$ cat src/rtl/vga_pkg.sv
// Shared VGA timing constants, framebuffer geometry and RGB332 layout.
// Used by the scan-out stage and the other blocks on the 640x480 path.
package vga_pkg;

  localparam int HPIXELS = 800;
  localparam int VLINES  = 521;
  localparam int HPULSE  = 96;
  localparam int VPULSE  = 2;
  localparam int HBP     = 144;
  localparam int HFP     = 784;
  localparam int VBP     = 31;
  localparam int VFP     = 511;

  localparam int FB_W     = 160;
  localparam int FB_H     = 120;
  localparam int SCALE_SH = 2;
  localparam int ADDR_W   = 16;

  localparam int HC_W  = 10;
  localparam int VC_W  = 10;
  localparam int IDX_W = ADDR_W - 1;

  localparam int R_MSB = 7;
  localparam int R_LSB = 5;
  localparam int G_MSB = 4;
  localparam int G_LSB = 2;
  localparam int B_MSB = 1;
  localparam int B_LSB = 0;

  typedef struct packed {
    logic [R_MSB-R_LSB:0] r;
    logic [G_MSB-G_LSB:0] g;
    logic [B_MSB-B_LSB:0] b;
  } rgb332_t;

  function automatic rgb332_t to_rgb332(input logic [7:0] d);
    rgb332_t p;
    p.r = d[R_MSB:R_LSB];
    p.g = d[G_MSB:G_LSB];
    p.b = d[B_MSB:B_LSB];
    return p;
  endfunction

endpackage

$ cat src/rtl/vga_fb_scanout_if.sv
// Read port between the scan-out stage (master) and the framebuffer RAM (slave).
interface vga_fb_scanout_if;
  import vga_pkg::*;

  // No back-pressure: mem_en qualifies mem_addr in the same cycle, and the
  // RAM must present mem_data for that address on the following cycle.
  logic              mem_en;
  logic [ADDR_W-1:0] mem_addr;
  logic [7:0]        mem_data;

  modport master (output mem_en, output mem_addr, input mem_data);
  modport slave  (input mem_en, input mem_addr, output mem_data);

endinterface

$ cat src/rtl/vga_raster_cnt.sv
// Horizontal/vertical raster counters with active-window and raw sync decode.
// Outputs are undelayed; callers add whatever pipeline alignment they need.
module vga_raster_cnt
  import vga_pkg::*;
#(
  parameter int H_TOTAL = HPIXELS,
  parameter int V_TOTAL = VLINES,
  parameter int H_PULSE = HPULSE,
  parameter int V_PULSE = VPULSE,
  parameter int H_BP    = HBP,
  parameter int H_FP    = HFP,
  parameter int V_BP    = VBP,
  parameter int V_FP    = VFP
) (
  input  logic            clk_i,
  input  logic            rst_n_i,
  output logic [HC_W-1:0] hc_o,
  output logic [VC_W-1:0] vc_o,
  output logic            act_o,
  output logic            v_act_o,
  output logic            hsync_raw_o,
  output logic            vsync_raw_o,
  output logic            line_end_o,
  output logic            frame_end_o
);

  localparam logic [HC_W-1:0] H_LAST  = HC_W'(H_TOTAL - 1);
  localparam logic [VC_W-1:0] V_LAST  = VC_W'(V_TOTAL - 1);
  localparam logic [HC_W-1:0] H_PUL_C = HC_W'(H_PULSE);
  localparam logic [VC_W-1:0] V_PUL_C = VC_W'(V_PULSE);
  localparam logic [HC_W-1:0] H_BP_C  = HC_W'(H_BP);
  localparam logic [HC_W-1:0] H_FP_C  = HC_W'(H_FP);
  localparam logic [VC_W-1:0] V_BP_C  = VC_W'(V_BP);
  localparam logic [VC_W-1:0] V_FP_C  = VC_W'(V_FP);

  logic [HC_W-1:0] hc_q, hc_d;
  logic [VC_W-1:0] vc_q, vc_d;
  logic            h_act;
  logic            v_act;
  logic            line_end;
  logic            frame_end;

  always_ff @(posedge clk_i or negedge rst_n_i) begin
    if (!rst_n_i) begin
      hc_q <= '0;
      vc_q <= '0;
    end else begin
      hc_q <= hc_d;
      vc_q <= vc_d;
    end
  end

  always_comb begin
    line_end  = (hc_q == H_LAST);
    frame_end = line_end && (vc_q == V_LAST);
    hc_d      = line_end ? '0 : hc_q + 1'b1;
    vc_d      = vc_q;
    if (line_end) begin
      vc_d = frame_end ? '0 : vc_q + 1'b1;
    end
    h_act = (hc_q >= H_BP_C) && (hc_q < H_FP_C);
    v_act = (vc_q >= V_BP_C) && (vc_q < V_FP_C);
  end

  assign hc_o        = hc_q;
  assign vc_o        = vc_q;
  assign act_o       = h_act && v_act;
  assign v_act_o     = v_act;
  assign hsync_raw_o = !(hc_q < H_PUL_C);
  assign vsync_raw_o = !(vc_q < V_PUL_C);
  assign line_end_o  = line_end;
  assign frame_end_o = frame_end;

endmodule

$ cat src/rtl/vga_fb_scanout.sv
// 640x480 scan-out: 4x-upscaled RGB332 framebuffer fetch with a fixed 3-cycle
// counter-to-pin latency on every pixel-timed output; buffer swap at frame start.
module vga_fb_scanout
  import vga_pkg::*;
#(
  parameter int H_TOTAL = HPIXELS,
  parameter int V_TOTAL = VLINES,
  parameter int H_PULSE = HPULSE,
  parameter int V_PULSE = VPULSE,
  parameter int H_BP    = HBP,
  parameter int H_FP    = HFP,
  parameter int V_BP    = VBP,
  parameter int V_FP    = VFP,
  parameter int FBW     = FB_W
) (
  input  logic                dclk,
  input  logic                clr_n,
  input  logic                buf_sel,
  vga_fb_scanout_if.master    mem,
  output logic                hsync,
  output logic                vsync,
  output logic [2:0]          red,
  output logic [2:0]          green,
  output logic [1:0]          blue,
  output logic                frame_start,
  output logic                cur_buf
);

  localparam logic [HC_W-1:0]  H_BP_C = HC_W'(H_BP);
  localparam logic [VC_W-1:0]  V_BP_C = VC_W'(V_BP);
  localparam logic [IDX_W-1:0] FBW_C  = IDX_W'(FBW);

  logic [HC_W-1:0] hc;
  logic [VC_W-1:0] vc;
  logic            act;
  logic            v_act;
  logic            hs_raw;
  logic            vs_raw;
  logic            line_end;
  logic            frame_end;

  vga_raster_cnt #(
    .H_TOTAL (H_TOTAL),
    .V_TOTAL (V_TOTAL),
    .H_PULSE (H_PULSE),
    .V_PULSE (V_PULSE),
    .H_BP    (H_BP),
    .H_FP    (H_FP),
    .V_BP    (V_BP),
    .V_FP    (V_FP)
  ) u_raster (
    .clk_i       (dclk),
    .rst_n_i     (clr_n),
    .hc_o        (hc),
    .vc_o        (vc),
    .act_o       (act),
    .v_act_o     (v_act),
    .hsync_raw_o (hs_raw),
    .vsync_raw_o (vs_raw),
    .line_end_o  (line_end),
    .frame_end_o (frame_end)
  );

  logic [HC_W-1:0]   h_off;
  logic [VC_W-1:0]   v_off;
  logic [IDX_W-1:0]  idx;
  logic              line_step;
  logic              fs_raw;

  logic [IDX_W-1:0]  line_base_q, line_base_d;
  logic              mem_en_q,    mem_en_d;
  logic [ADDR_W-1:0] mem_addr_q,  mem_addr_d;
  logic              act_p2_q,    act_p2_d;
  rgb332_t           rgb_q,       rgb_d;
  logic [2:0]        hs_pipe_q,   hs_pipe_d;
  logic [2:0]        vs_pipe_q,   vs_pipe_d;
  logic [2:0]        fs_pipe_q,   fs_pipe_d;
  logic              cur_buf_q,   cur_buf_d;

  always_comb begin
    h_off     = hc - H_BP_C;
    v_off     = vc - V_BP_C;
    idx       = line_base_q + IDX_W'(h_off >> SCALE_SH);
    line_step = v_act && (v_off[SCALE_SH-1:0] == '1);
    fs_raw    = (hc == '0) && (vc == '0);

    // line_base tracks fy*FBW: zero outside the active lines, one framebuffer
    // row further after every 2^SCALE_SH active lines.
    line_base_d = line_base_q;
    if (line_end) begin
      if (!v_act) begin
        line_base_d = '0;
      end else if (line_step) begin
        line_base_d = line_base_q + FBW_C;
      end
    end

    mem_en_d   = act;
    mem_addr_d = mem_addr_q;
    if (act) begin
      mem_addr_d = {cur_buf_q, idx};
    end

    act_p2_d  = mem_en_q;
    rgb_d     = act_p2_q ? to_rgb332(mem.mem_data) : '0;

    // Three-deep delays keep sync and frame_start aligned with the RAM pipeline.
    hs_pipe_d = {hs_pipe_q[1:0], hs_raw};
    vs_pipe_d = {vs_pipe_q[1:0], vs_raw};
    fs_pipe_d = {fs_pipe_q[1:0], fs_raw};

    cur_buf_d = frame_end ? buf_sel : cur_buf_q;
  end

  always_ff @(posedge dclk or negedge clr_n) begin
    if (!clr_n) begin
      line_base_q <= '0;
      mem_en_q    <= 1'b0;
      mem_addr_q  <= '0;
      act_p2_q    <= 1'b0;
      rgb_q       <= '0;
      hs_pipe_q   <= '1;
      vs_pipe_q   <= '1;
      fs_pipe_q   <= '0;
      cur_buf_q   <= 1'b0;
    end else begin
      line_base_q <= line_base_d;
      mem_en_q    <= mem_en_d;
      mem_addr_q  <= mem_addr_d;
      act_p2_q    <= act_p2_d;
      rgb_q       <= rgb_d;
      hs_pipe_q   <= hs_pipe_d;
      vs_pipe_q   <= vs_pipe_d;
      fs_pipe_q   <= fs_pipe_d;
      cur_buf_q   <= cur_buf_d;
    end
  end

  assign mem.mem_en   = mem_en_q;
  assign mem.mem_addr = mem_addr_q;
  assign hsync        = hs_pipe_q[2];
  assign vsync        = vs_pipe_q[2];
  assign red          = rgb_q.r;
  assign green        = rgb_q.g;
  assign blue         = rgb_q.b;
  assign frame_start  = fs_pipe_q[2];
  assign cur_buf      = cur_buf_q;

endmodule

$ cat src/flat_wrapper.sv
// flat-port wrapper written by rule: the top's interface ports become plain ports
module vga_fb_scanout_flat import vga_pkg::*;
#(
  parameter int H_TOTAL = HPIXELS,
  parameter int V_TOTAL = VLINES,
  parameter int H_PULSE = HPULSE,
  parameter int V_PULSE = VPULSE,
  parameter int H_BP    = HBP,
  parameter int H_FP    = HFP,
  parameter int V_BP    = VBP,
  parameter int V_FP    = VFP,
  parameter int FBW     = FB_W
)
  (dclk, clr_n, buf_sel, hsync, vsync, red, green, blue, frame_start, cur_buf, mem_mem_en, mem_mem_addr, mem_mem_data);
  vga_fb_scanout_if mem_i ();
  input  logic dclk;
  input  logic clr_n;
  input  logic buf_sel;
  output logic hsync;
  output logic vsync;
  output logic [2:0] red;
  output logic [2:0] green;
  output logic [1:0] blue;
  output logic frame_start;
  output logic cur_buf;
  output wire logic [$bits(mem_i.mem_en)-1:0] mem_mem_en;
  output wire logic [$bits(mem_i.mem_addr)-1:0] mem_mem_addr;
  input wire logic [$bits(mem_i.mem_data)-1:0] mem_mem_data;
  assign mem_mem_en = mem_i.mem_en;
  assign mem_mem_addr = mem_i.mem_addr;
  assign mem_i.mem_data = mem_mem_data;
  vga_fb_scanout #(.H_TOTAL(H_TOTAL), .V_TOTAL(V_TOTAL), .H_PULSE(H_PULSE), .V_PULSE(V_PULSE), .H_BP(H_BP), .H_FP(H_FP), .V_BP(V_BP), .V_FP(V_FP), .FBW(FBW)) u_core (.dclk(dclk), .clr_n(clr_n), .buf_sel(buf_sel), .mem(mem_i), .hsync(hsync), .vsync(vsync), .red(red), .green(green), .blue(blue), .frame_start(frame_start), .cur_buf(cur_buf));
endmodule
$ cat config.mk
export PLATFORM = sky130hd
export DESIGN_NAME = vga_fb_scanout_flat
export DESIGN_NICKNAME = d
export VERILOG_FILES = /design/src/rtl/vga_pkg.sv /design/src/rtl/vga_fb_scanout_if.sv /design/src/rtl/vga_raster_cnt.sv /design/src/rtl/vga_fb_scanout.sv /design/src/flat_wrapper.sv
export SDC_FILE = /design/constraint.sdc
export NUM_CORES = 1
export LEC_CHECK = 0
export ABC_AREA = 1
export BUFFER_PORTS_ARGS = -buffer_cell sky130_fd_sc_hd__buf_2
export CORE_ASPECT_RATIO = 0.7
export CORE_MARGIN = 2
export CORE_UTILIZATION = 40
export CTS_BUF_LIST = sky130_fd_sc_hd__clkbuf_4
export CTS_CLUSTER_SIZE = 8
export DETAILED_ROUTE_END_ITERATION = 10
export PLACE_DENSITY_LB_ADDON = 0.1
export SLEW_MARGIN = 25
export SYNTH_ARGS = -nofsm -noshare
export SYNTH_HDL_FRONTEND = slang
export SYNTH_SLANG_ARGS = --single-unit
$ cat constraint.sdc
create_clock -name dclk -period 2.2 [get_ports dclk]
set_input_delay 0.22 -clock dclk [delete_from_list [all_inputs] [get_ports dclk]]
set_output_delay 0.22 -clock dclk [all_outputs]
set_load 0.01 [all_outputs]
==> flow_metrics.py, run 1 <==
metrics = {
    "placement": {
        "detailed_place_hpwl_mm": 5.588,
        "dp.cells": 601,
        "place_area_um2": 3949,
        "port_buffers": 39,
        "dp_slack_ns": 0.06016,
        "place_congestion": 0.8531,
    },
    "sta": {
        "layout_setup_ws_ns": 0.1401,
        "report.final.slew_viol_count": 0,
        "fin_tns_setup_ns": 0,
        "slew_headroom_pct": 57.95,
        "period_minus_slack_ns": 2.060,
        "finClkSkew_ns": 0.01938,
        "setup_violations": 0,
        "period_share_pct": 93.63,
        "worstMarginPinSlew_ns": 0.6308,
        "final_hold_viol_count": 0,
        "fmax_ghz": 0.4855,
    },
    "die": {
        "die_w_um": 116.8,
        "core-area_um2": 8548,
        "die-height_um": 82.96,
        "start_util_pct": 41.67,
        "die_area_um2": 9688,
        "pin_count": 40,
        "fp-row-count": 28,
    },
    "logic_synthesis": {
        "async_flop_share_pct": 100.0,
        "syn-num-nets": 466,
        "ys_ff_latch": 66,
        "yosysUniqueCellTypes": 35,
        "synth_warnings": 0,
        "synth_edf_count": 0,
        "synthCells": 439,
        "netlist_area_um2": 3562,
        "ys_seq_area_share_pct": 46.58,
        "syn_avg_cell_area_um2": 8.114,
        "yosys_most_used_dff": "dfrtp_1",
    },
    "clock_network": {
        "cts_buffer_depth": 2,
        "cts_made_buffers": 9,
        "clk_latency_ns": 0.43,
        "cts_sinks": 66,
        "htreeDepth": 3,
        "cts-root-buf": "clkbuf_4",
        "cts.clk_slew.worst_paths_ns": 0.13,
        "cts_tree": "yes",
    },
    "critical_path": {
        "cp-start-kind": "flop",
        "cp_slowest_cell": "dfrtp_1",
        "reg2reg_from": "u_core.u_raster.hc_o[5]",
        "cp_max_fo": 4,
        "crit_family": "simple AND/OR/NAND/NOR gates",
        "worstPathArrival_ns": 2.38,
        "crit_chain": "buf_6 -> nor2_2 -> nand2_1 -> nand2_2 -> nand2_1 -> o21ai_2 -> nand2_2 -> ha_4 -> nand2_2 -> nor2_2 -> inv_1 -> nor2_1 -> nand2_1 -> nand2_1 -> nand2_1 -> nand3_1 -> nand2_1",
        "crit_path_start": "u_core.u_raster.hc_o[5]",
        "crit_required_ns": 2.52,
        "crit_type": "flop to flop",
        "critPathBufInv": 2,
        "cp_common_cell": "nand2_1",
        "critPathMaxStageDelay_ns": 0.42,
        "end_kind": "flop",
    },
    "route": {
        "drt-pass1-iter-count": 4,
        "wire_per_inst_um": 12.69,
        "drt_iter0_markers": 154,
        "antenna_left": 0,
        "via_per_inst": 4.676,
        "routed_wl_mm": 7.983,
        "drc": 0,
        "vias": 2941,
    },
    "final_layout": {
        "antenna_cells": 0,
        "drive_above_1_share_pct": 20.63,
        "fin_nets": 531,
        "fin_cells": 629,
        "final_cell_mix": "135 x nand2_1, 63 x inv_1, 60 x dfrtp_1",
        "syn_to_final_growth_pct": 20.02,
        "final_cell_area_um2": 4275,
        "fillers": 870,
        "multi_input_area_um2": 1644,
        "final_common_cell": "nand2_1",
        "seqCellArea_um2": 1659,
    },
    "run_status": {
        "outcome": "finished clean",
    },
    "power_and_ir_drop": {
        "internal-power_mw": 1.693,
        "vdd_ir_drop_max_uv": 224.5,
        "p_per_area_nw_per_um2": 512.1,
        "finalPower_mw": 2.190,
        "p_sw_mw": 0.4969,
        "p_comb_share_pct": 2.3,
        "p_sw_share_pct": 22.69,
        "leakagePower_nw": 2.245,
        "clkPwrFrac_pct": 42.3,
        "p_seq_share_pct": 55.4,
    },
    "global_routing": {
        "grt_usage_pct": 17.78,
        "gr-total-overflow": 0,
        "grt_max_degree": 43,
        "grt_antenna_before_repair": 0,
        "grt_pass1_vias": 2705,
        "grt_pass1_wl_mm": 13.44,
    },
    "run": {
        "cap_violations": 0,
    },
    "min_path": {
        "hp-class": "input port to asynchronous set/reset pin",
    },
}
synth_stat cells, drive strengths merged (4+ instances only):
cell type	instances	area, um2
nand2	141	536.8
inv	65	244.0
dfrtp	60	1501
nor2	33	138.9
nand3	32	177.7
o21ai	23	141.4
xor2	18	157.7
ha	16	200.2
nand4	15	93.84
a21oi	9	56.31
buf	6	40.03
dfstp	6	157.7
nor3	4	25.02
through the flow:
step                utilization, %  hold WS (ns)
floorplan                        -      -0.07559
global placement             46.19        0.2728
detailed placement           46.19        0.2848
CTS                          49.25        0.3383
global route                 50.01        0.3659
finish                       50.01        0.3368
logic make-up (layout without fill, tap and decap cells):
logic type,count (synthesis),after routing,share of synthesized area [%]
compound gates,35,35,6.182
flops,66,66,46.58
xor+xnor,19,19,4.672
fa+ha+maj,16,16,5.620
buf+inv,74,144,8.570
simple gates,228,228,28.28
other cells,1,1,0.1053
worst paths after layout:
check / slack (ns) / cells past startpoint / to
worst max register to register: 0.14 / 17 / u_core.mem.mem_addr[14]
max in group asynchronous: 1.15 / 3 / u_core.hs_pipe_q[2]
worst min register to register: 0.35 / 0 / u_core.fs_pipe_q[1]
worst min-delay path: 0.34 / 2 / u_core.line_base_q[5]
min in group dclk: 0.35 / 0 / u_core.fs_pipe_q[1]
worst max-delay path: 0.14 / 17 / u_core.mem.mem_addr[14]
power groups by stage:
stage	clock [mW]	sequential (mW)	combinational, mW
after detailed placement	0	1.24	0.0398
after global routing	1.01	1.21	0.0591
after global placement	0	1.24	0.0386
final	0.926	1.21	0.0501
after floorplan	0	1.24	0.000584
after CTS	0.962	1.21	0.0536
layer usage:
metal | up-vias | routed length, um | track usage, %
met3 | 9 | 425 | 5.547
met4 | 0 | 68 | 5.134
met5 | - | 0 | 0
met1 | 1365 | 4250 | 26.88
met2 | 64 | 3238 | 24.12
li1 | 1503 | - | -
sequential cells by signal (all words and copies together), names as in the netlist:
| name | flops |
|---|---|
| u_core.hs_pipe_q | 3 |
| u_core.fs_pipe_q | 3 |
| u_core.mem.mem_addr | 16 |
| u_core.line_base_q | 10 |
| u_core.u_raster.hc_o | 10 |
| u_core.act_p2_q | 1 |
| u_core.vs_pipe_q | 3 |
| u_core.green | 3 |
| u_core.mem.mem_en | 1 |
| u_core.cur_buf | 1 |
| u_core.u_raster.vc_o | 10 |
| u_core.blue | 2 |
| u_core.red | 3 |
cell type report:
class                      count  area share (%)
sequential                    66           38.81
multi-input combinational    299           38.45
timing repair buffer          63           9.745
inverter                      65           5.707
tap                          120           3.512
clock inverter                 7           2.195
clock buffer                   9           1.580
worst register-to-register path, stage by stage (launching register included):
cell,delay (ns)
dfrtp_1,0.42
buf_6,0.14
nor2_2,0.09
nand2_1,0.07
nand2_2,0.09
nand2_1,0.08
o21ai_2,0.07
nand2_2,0.09
ha_4,0.28
nand2_2,0.05
nor2_2,0.12
inv_1,0.05
nor2_1,0.09
nand2_1,0.08
nand2_1,0.07
nand2_1,0.05
nand3_1,0.06
nand2_1,0.05
repair_timing:
| action | in CTS | in global routing |
|---|---|---|
| buffers inserted | 0 | 2 |
| endpoints found under the setup margin | 0 | 7 |
| endpoints found under the hold margin | 33 | 0 |
| hold buffers | 10 | 0 |
| resized for setup | 0 | 15 |
No activity file was read; power rests on OpenSTA's default activity.
==> inputs of run 2 (changes only) <==
--- a/config.mk
+++ b/config.mk
@@ -5,10 +5,9 @@
 export SDC_FILE = /design/constraint.sdc
 export NUM_CORES = 1
 export LEC_CHECK = 0
-export ABC_AREA = 1
 export BUFFER_PORTS_ARGS = -buffer_cell sky130_fd_sc_hd__buf_2
 export CORE_ASPECT_RATIO = 0.7
-export CORE_MARGIN = 2
+export CORE_MARGIN = 10
 export CORE_UTILIZATION = 40
 export CTS_BUF_LIST = sky130_fd_sc_hd__clkbuf_4
 export CTS_CLUSTER_SIZE = 8
==> flow_metrics.py, run 2 <==
metrics = {
    "global_routing": {
        "grt_max_degree": 44,
        "grt_pass1_vias": 2462,
        "grt_antenna_before_repair": 0,
        "grt_usage_pct": 13.17,
        "gr-total-overflow": 0,
        "grt_pass1_wl_mm": 12.72,
    },
    "logic_synthesis": {
        "syn-num-nets": 323,
        "yosys_most_used_dff": "dfrtp_1",
        "yosysTopAreaCellShare_pct": 46.42,
        "ys_seq_area_share_pct": 51.30,
        "synth_area_leaders": "dfrtp_1 46%, ha_1 6.2%, dfstp_2 4.9%",
        "synthCells": 296,
        "synth_warnings": 0,
        "synth_edf_count": 0,
        "yosys-top-cells-count": "60 x dfrtp_1, 23 x nand2_1, 17 x o21ai_0",
        "synth_area_leader_cell": "dfrtp_1",
        "async_flop_share_pct": 100.0,
        "post-synth-top-count-cell": "dfrtp_1",
        "ys_ff_latch": 66,
        "syn_avg_cell_area_um2": 10.93,
        "yosysUniqueCellTypes": 46,
        "netlist_area_um2": 3234,
    },
    "sta": {
        "layout_setup_ws_ns": -0.09428,
        "fmax_ghz": 0.4359,
        "report.final.slew_viol_count": 0,
        "worstMarginPinSlew_ns": 0.5804,
        "period_share_pct": 104.3,
        "fin_tns_setup_ns": -0.3939,
        "rsz0062_at_grt": "yes",
        "setup_violations": 6,
        "finClkSkew_ns": 0.007089,
        "final_hold_viol_count": 0,
        "slew_headroom_pct": 61.30,
        "period_minus_slack_ns": 2.294,
    },
    "power_and_ir_drop": {
        "p_seq_share_pct": 63.1,
        "internal-power_mw": 1.482,
        "leakagePower_nw": 2.018,
        "finalPower_mw": 1.926,
        "clkPwrFrac_pct": 34.0,
        "vdd_ir_drop_max_uv": 328.5,
        "p_comb_share_pct": 2.8,
        "p_per_area_nw_per_um2": 470.2,
        "p_sw_share_pct": 23.07,
        "p_sw_mw": 0.4443,
    },
    "clock_network": {
        "cts_sinks": 66,
        "cts.clk_slew.worst_paths_ns": 0.10,
        "htreeDepth": 3,
        "clk_latency_ns": 0.42,
        "cts_made_buffers": 9,
        "cts_tree": "yes",
        "cts-root-buf": "clkbuf_4",
        "cts_buffer_depth": 2,
    },
    "critical_path": {
        "critPathBufInv": 0,
        "crit_type": "flop to flop",
        "crit_required_ns": 2.51,
        "worstPathArrival_ns": 2.61,
        "critPathMaxStageDelay_ns": 0.42,
        "cp_slowest_cell": "dfrtp_1",
        "cp_max_fo": 3,
        "crit_family": "simple AND/OR/NAND/NOR gates",
        "end_kind": "flop",
        "crit_chain": "or3_4 -> a21oi_4 -> xor2_2 -> ha_1 -> nand2_1 -> o21ai_2 -> nand3_1 -> xnor2_1 -> mux2_4",
        "cp-start-kind": "flop",
    },
    "route": {
        "via_per_inst": 4.984,
        "drt-pass1-iter-count": 4,
        "wire_per_inst_um": 15.16,
        "drt_iter0_markers": 142,
        "drc": 0,
        "antenna_left": 0,
        "vias": 2422,
        "routed_wl_mm": 7.368,
    },
    "placement": {
        "place_area_um2": 3771,
        "port_buffers": 39,
        "place_congestion": 0.7945,
        "detailed_place_hpwl_mm": 5.218,
    },
    "final_layout": {
        "final_cell_mix": "59 x dfrtp_1, 39 x buf_2, 33 x buf_4",
        "antenna_cells": 0,
        "drive_above_1_share_pct": 34.03,
        "final_cell_area_um2": 4096,
        "syn_to_final_growth_pct": 26.65,
        "fin_nets": 407,
        "final_common_cell": "dfrtp_1",
        "largest_reg_flops": 16,
    },
    "die": {
        "fp-row-count": 27,
        "start_util_pct": 41.09,
        "pin_count": 40,
        "die_area_um2": 12140,
        "core-area_um2": 7871,
        "die_w_um": 127.5,
        "die-height_um": 95.24,
    },
    "run": {
        "cap_violations": 0,
    },
    "run_status": {
        "outcome": "complete, but fails checks",
        "violations": "negative setup slack",
    },
    "min_path": {
        "hp-class": "input port to asynchronous set/reset pin",
    },
}
==> run 2: what timing repair did <==
action,CTS,global route
buffers inserted,1,7
endpoints found under the setup margin,7,13
hold buffers,10,0
gates resized for setup,4,15
pin swaps,7,11
hold endpoints to repair,30,0
==> run 2: through the flow <==
stage               setup slack (ns)  utilization [%]  hold slack (ns)  std cells
floorplan                   -0.03043                -         -0.07559        296
global placement            -0.06112            47.91           0.2399        455
detailed placement           -0.1040            47.91           0.2535        455
CTS                         -0.09409            50.88           0.3054        482
global route                 -0.2391            52.04           0.3238        486
finish                      -0.09428            52.04           0.3267        486
==> run 2: worst register-to-register path: stages (launching register included) <==
cell and delay (ns):
dfrtp_1 0.42, or3_4 0.40, a21oi_4 0.18, xor2_2 0.10, ha_1 0.33, nand2_1 0.07
o21ai_2 0.17, nand3_1 0.11, xnor2_1 0.15, mux2_4 0.26
==> run 2: metal layers <==
layer | wire [um] | GRT usage (%)
met1 | 3737 | 17.86
met2 | 3240 | 18.94
met3 | 331 | 5.654
met4 | 59 | 3.119
met5 | 0 | 0
==> run 2: area by class of cell <==
| type | instances | area (um2) |
|---|---|---|
| well taps | 101 | 126.4 |
| multi-input cells | 209 | 1594 |
| clock buffers | 11 | 82.58 |
| repair buffers | 84 | 574.3 |
| flip-flops and latches | 66 | 1660 |
| inverters | 10 | 37.54 |
| fillers | 728 | 3775 |
| clock inverters | 5 | 21.27 |
==> run 2: final timing paths <==
| kind | start | end | slack (ns) | cells after the start |
|---|---|---|---|---|
| worst min register to register | u_core.fs_pipe_q[1] | u_core.fs_pipe_q[2] | 0.36 | 0 |
| worst min-delay path | clr_n | u_core.mem.mem_addr[8] | 0.33 | 2 |
| worst max-delay path | u_core.u_raster.hc_o[5] | u_core.mem.mem_addr[13] | -0.09 | 9 |
| min in group dclk | u_core.fs_pipe_q[1] | u_core.fs_pipe_q[2] | 0.36 | 0 |
| worst max register to register | u_core.u_raster.hc_o[5] | u_core.mem.mem_addr[13] | -0.09 | 9 |
| max in group asynchronous | clr_n | u_core.vs_pipe_q[0] | 1.19 | 3 |
==> run 2: cell families after synthesis <==
kind of cell / after synthesis / share of synthesized area (%)
AO/OA/AOI/OAI: 48 / 9.130
XOR/XNOR: 22 / 5.957
adder cells (fa/ha/maj): 16 / 6.189
buffers and inverters: 21 / 2.824
flip-flops: 66 / 51.30
multiplexers: 20 / 6.847
other: 1 / 0.1159
AND/OR/NAND/NOR: 102 / 17.64
==> run 2: power groups by stage <==
stage,Sequential (mW),Combinational (mW),Clock [mW]
after floorplan,1.24,0.00195,0
after global placement,1.24,0.0422,0
after detailed placement,1.24,0.0431,0
after CTS,1.22,0.0569,0.708
after global routing,1.22,0.0619,0.761
final,1.22,0.0547,0.656
==> inputs of run 3 (changes only) <==
--- a/config.mk
+++ b/config.mk
@@ -5,6 +5,7 @@
 export SDC_FILE = /design/constraint.sdc
 export NUM_CORES = 1
 export LEC_CHECK = 0
+export ABC_AREA = 1
 export BUFFER_PORTS_ARGS = -buffer_cell sky130_fd_sc_hd__buf_2
 export CORE_ASPECT_RATIO = 0.7
 export CORE_MARGIN = 10
==> flow_metrics.py, run 3 (synthesis gave the netlist of run 1 again) <==
metrics = {
    "run_status": {
        "outcome": "finished clean",
    },
    "critical_path": {
        "end_kind": "flop",
        "cp_slowest_cell": "dfrtp_1",
        "cp_common_cell": "nand2_1",
        "reg2reg_from": "u_core.u_raster.hc_o[4]",
        "worstPathArrival_ns": 2.39,
        "critPathMaxStageDelay_ns": 0.38,
        "crit_path_start": "u_core.u_raster.hc_o[4]",
        "cp-start-kind": "flop",
        "crit_required_ns": 2.54,
        "cp_max_fo": 3,
        "crit_type": "flop to flop",
        "crit_chain": "inv_1 -> ha_1 -> a21oi_2 -> xor2_1 -> ha_1 -> nand2_1 -> nor2_2 -> inv_1 -> nor2_1 -> nand2_1 -> nand2_1 -> nand2_1 -> nand3_1 -> nand2_1",
    },
    "power_and_ir_drop": {
        "clkPwrFrac_pct": 43.0,
        "vdd_ir_drop_max_uv": 206.8,
        "p_comb_share_pct": 2.2,
        "p_seq_share_pct": 54.7,
        "internal-power_mw": 1.709,
        "p_per_area_nw_per_um2": 519.4,
        "finalPower_mw": 2.217,
        "p_sw_share_pct": 22.91,
        "leakagePower_nw": 2.231,
        "p_sw_mw": 0.5078,
    },
    "final_layout": {
        "final_common_cell": "nand2_1",
        "syn_to_final_growth_pct": 19.81,
        "seqCellArea_um2": 1660,
        "antenna_cells": 0,
        "final_cell_mix": "137 x nand2_1, 63 x inv_1, 59 x dfrtp_1",
        "largest_reg_flops": 16,
        "multi_input_area_um2": 1649,
        "fillers": 856,
        "fin_nets": 529,
        "final_core_util_pct": 49.93,
        "drive_above_1_share_pct": 20.32,
    },
    "global_routing": {
        "grt_util_met1_pct": 17.80,
        "met3_usage_pct": 5.071,
        "grt_util_met2_pct": 17.95,
        "grt_antenna_before_repair": 0,
        "gr-total-overflow": 0,
        "grt_pass1_wl_mm": 13.85,
        "grt_usage_pct": 12.90,
        "top_usage_layer": "met2",
        "grt_max_degree": 45,
        "grt_pass1_vias": 2827,
    },
    "die": {
        "die_w_um": 132.8,
        "pin_count": 40,
        "start_util_pct": 41.67,
        "die-height_um": 98.96,
        "core-area_um2": 8548,
        "die_area_um2": 13140,
        "fp-row-count": 28,
    },
    "sta": {
        "layout_setup_ws_ns": 0.1474,
        "worstMarginPinSlew_ns": 0.6295,
        "finClkSkew_ns": 0.009068,
        "setup_violations": 0,
        "holdWs_ns": 0.2997,
        "slew_headroom_pct": 57.59,
        "fmax_ghz": 0.4872,
        "final_hold_viol_count": 0,
        "rsz0062_at_grt": "yes",
        "report.final.slew_viol_count": 0,
        "period_share_pct": 93.30,
        "fin_tns_setup_ns": 0,
        "period_minus_slack_ns": 2.053,
    },
    "clock_network": {
        "cts_sinks": 66,
        "cts_tree": "yes",
        "cts-root-buf": "clkbuf_4",
        "cts_made_buffers": 9,
        "cts.clk_slew.worst_paths_ns": 0.12,
        "cts_buffer_depth": 2,
        "htreeDepth": 3,
        "clk_latency_ns": 0.43,
    },
    "placement": {
        "detailed_place_hpwl_mm": 5.938,
        "place_congestion": 0.8464,
        "port_buffers": 39,
        "dp_slack_ns": 0.06590,
    },
    "route": {
        "drt-pass1-iter-count": 4,
        "drc": 0,
        "wire_per_inst_um": 12.97,
        "drt_iter0_markers": 199,
        "via_per_inst": 4.719,
        "vias": 2959,
        "antenna_left": 0,
        "routed_wl_mm": 8.130,
    },
    "run": {
        "cap_violations": 0,
    },
    "min_path": {
        "hp-class": "input port to asynchronous set/reset pin",
    },
}
[run 3: layout make-up]
cell class | count | area share, %
multi-input combinational | 299 | 38.64
timing repair buffer | 61 | 9.323
inverter | 65 | 5.717
tap | 120 | 3.518
clock inverter | 6 | 2.140
clock buffer | 10 | 1.759
sequential | 66 | 38.90
[run 3: worst max-delay path, delay by kind of cell (launching register included)]
kind	cells	cell delay, ns
compound gates	1	0.20
simple gates	8	0.60
xor+xnor	1	0.09
buf+inv	2	0.11
flops	1	0.38
fa+ha+maj	2	0.58
[run 3: power groups by stage]
stage / registers (mW) / clock network, mW / logic, mW
finish: 1.21 / 0.954 / 0.0498
global route: 1.21 / 1.04 / 0.0582
CTS: 1.21 / 0.983 / 0.0530
detailed placement: 1.24 / 0 / 0.0394
global placement: 1.24 / 0 / 0.0390
floorplan: 1.24 / 0 / 0.000584
[run 3: per-layer routing]
layer	vias to the layer above	wire length, um
li1	1495	-
met1	1373	4211
met2	81	3226
met3	10	595
met4	0	97
met5	-	0
[run 3: timing repair]
item                                   in CTS  in global routing
gates resized for setup                     0                 13
hold buffers                               10                  0
setup buffers                               0                  0
endpoints found under the hold margin      31                  0
setup endpoints to repair                   0                  7
[run 3: final timing paths]
kind                                            to  cells past startpoint  slack, ns
max                        u_core.mem.mem_addr[14]                     14       0.15
min                        u_core.u_raster.vc_o[7]                      2       0.30
max reg2reg                u_core.mem.mem_addr[14]                     14       0.15
min reg2reg                    u_core.hs_pipe_q[1]                      0       0.36
max in group asynchronous      u_core.hs_pipe_q[2]                      3       1.21
min in group dclk              u_core.hs_pipe_q[1]                      0       0.36
[run 3: per-stage QoR]
| stage | cell area (um2) | instances |
|---|---|---|
| 6_report | 4268 | 627 |
| 5_1_grt | 4268 | 627 |
| 4_1_cts | 4215 | 627 |
| 3_5_place_dp | 3949 | 601 |
| 3_3_place_gp | 3949 | 601 |
| 2_1_floorplan | 3562 | 439 |
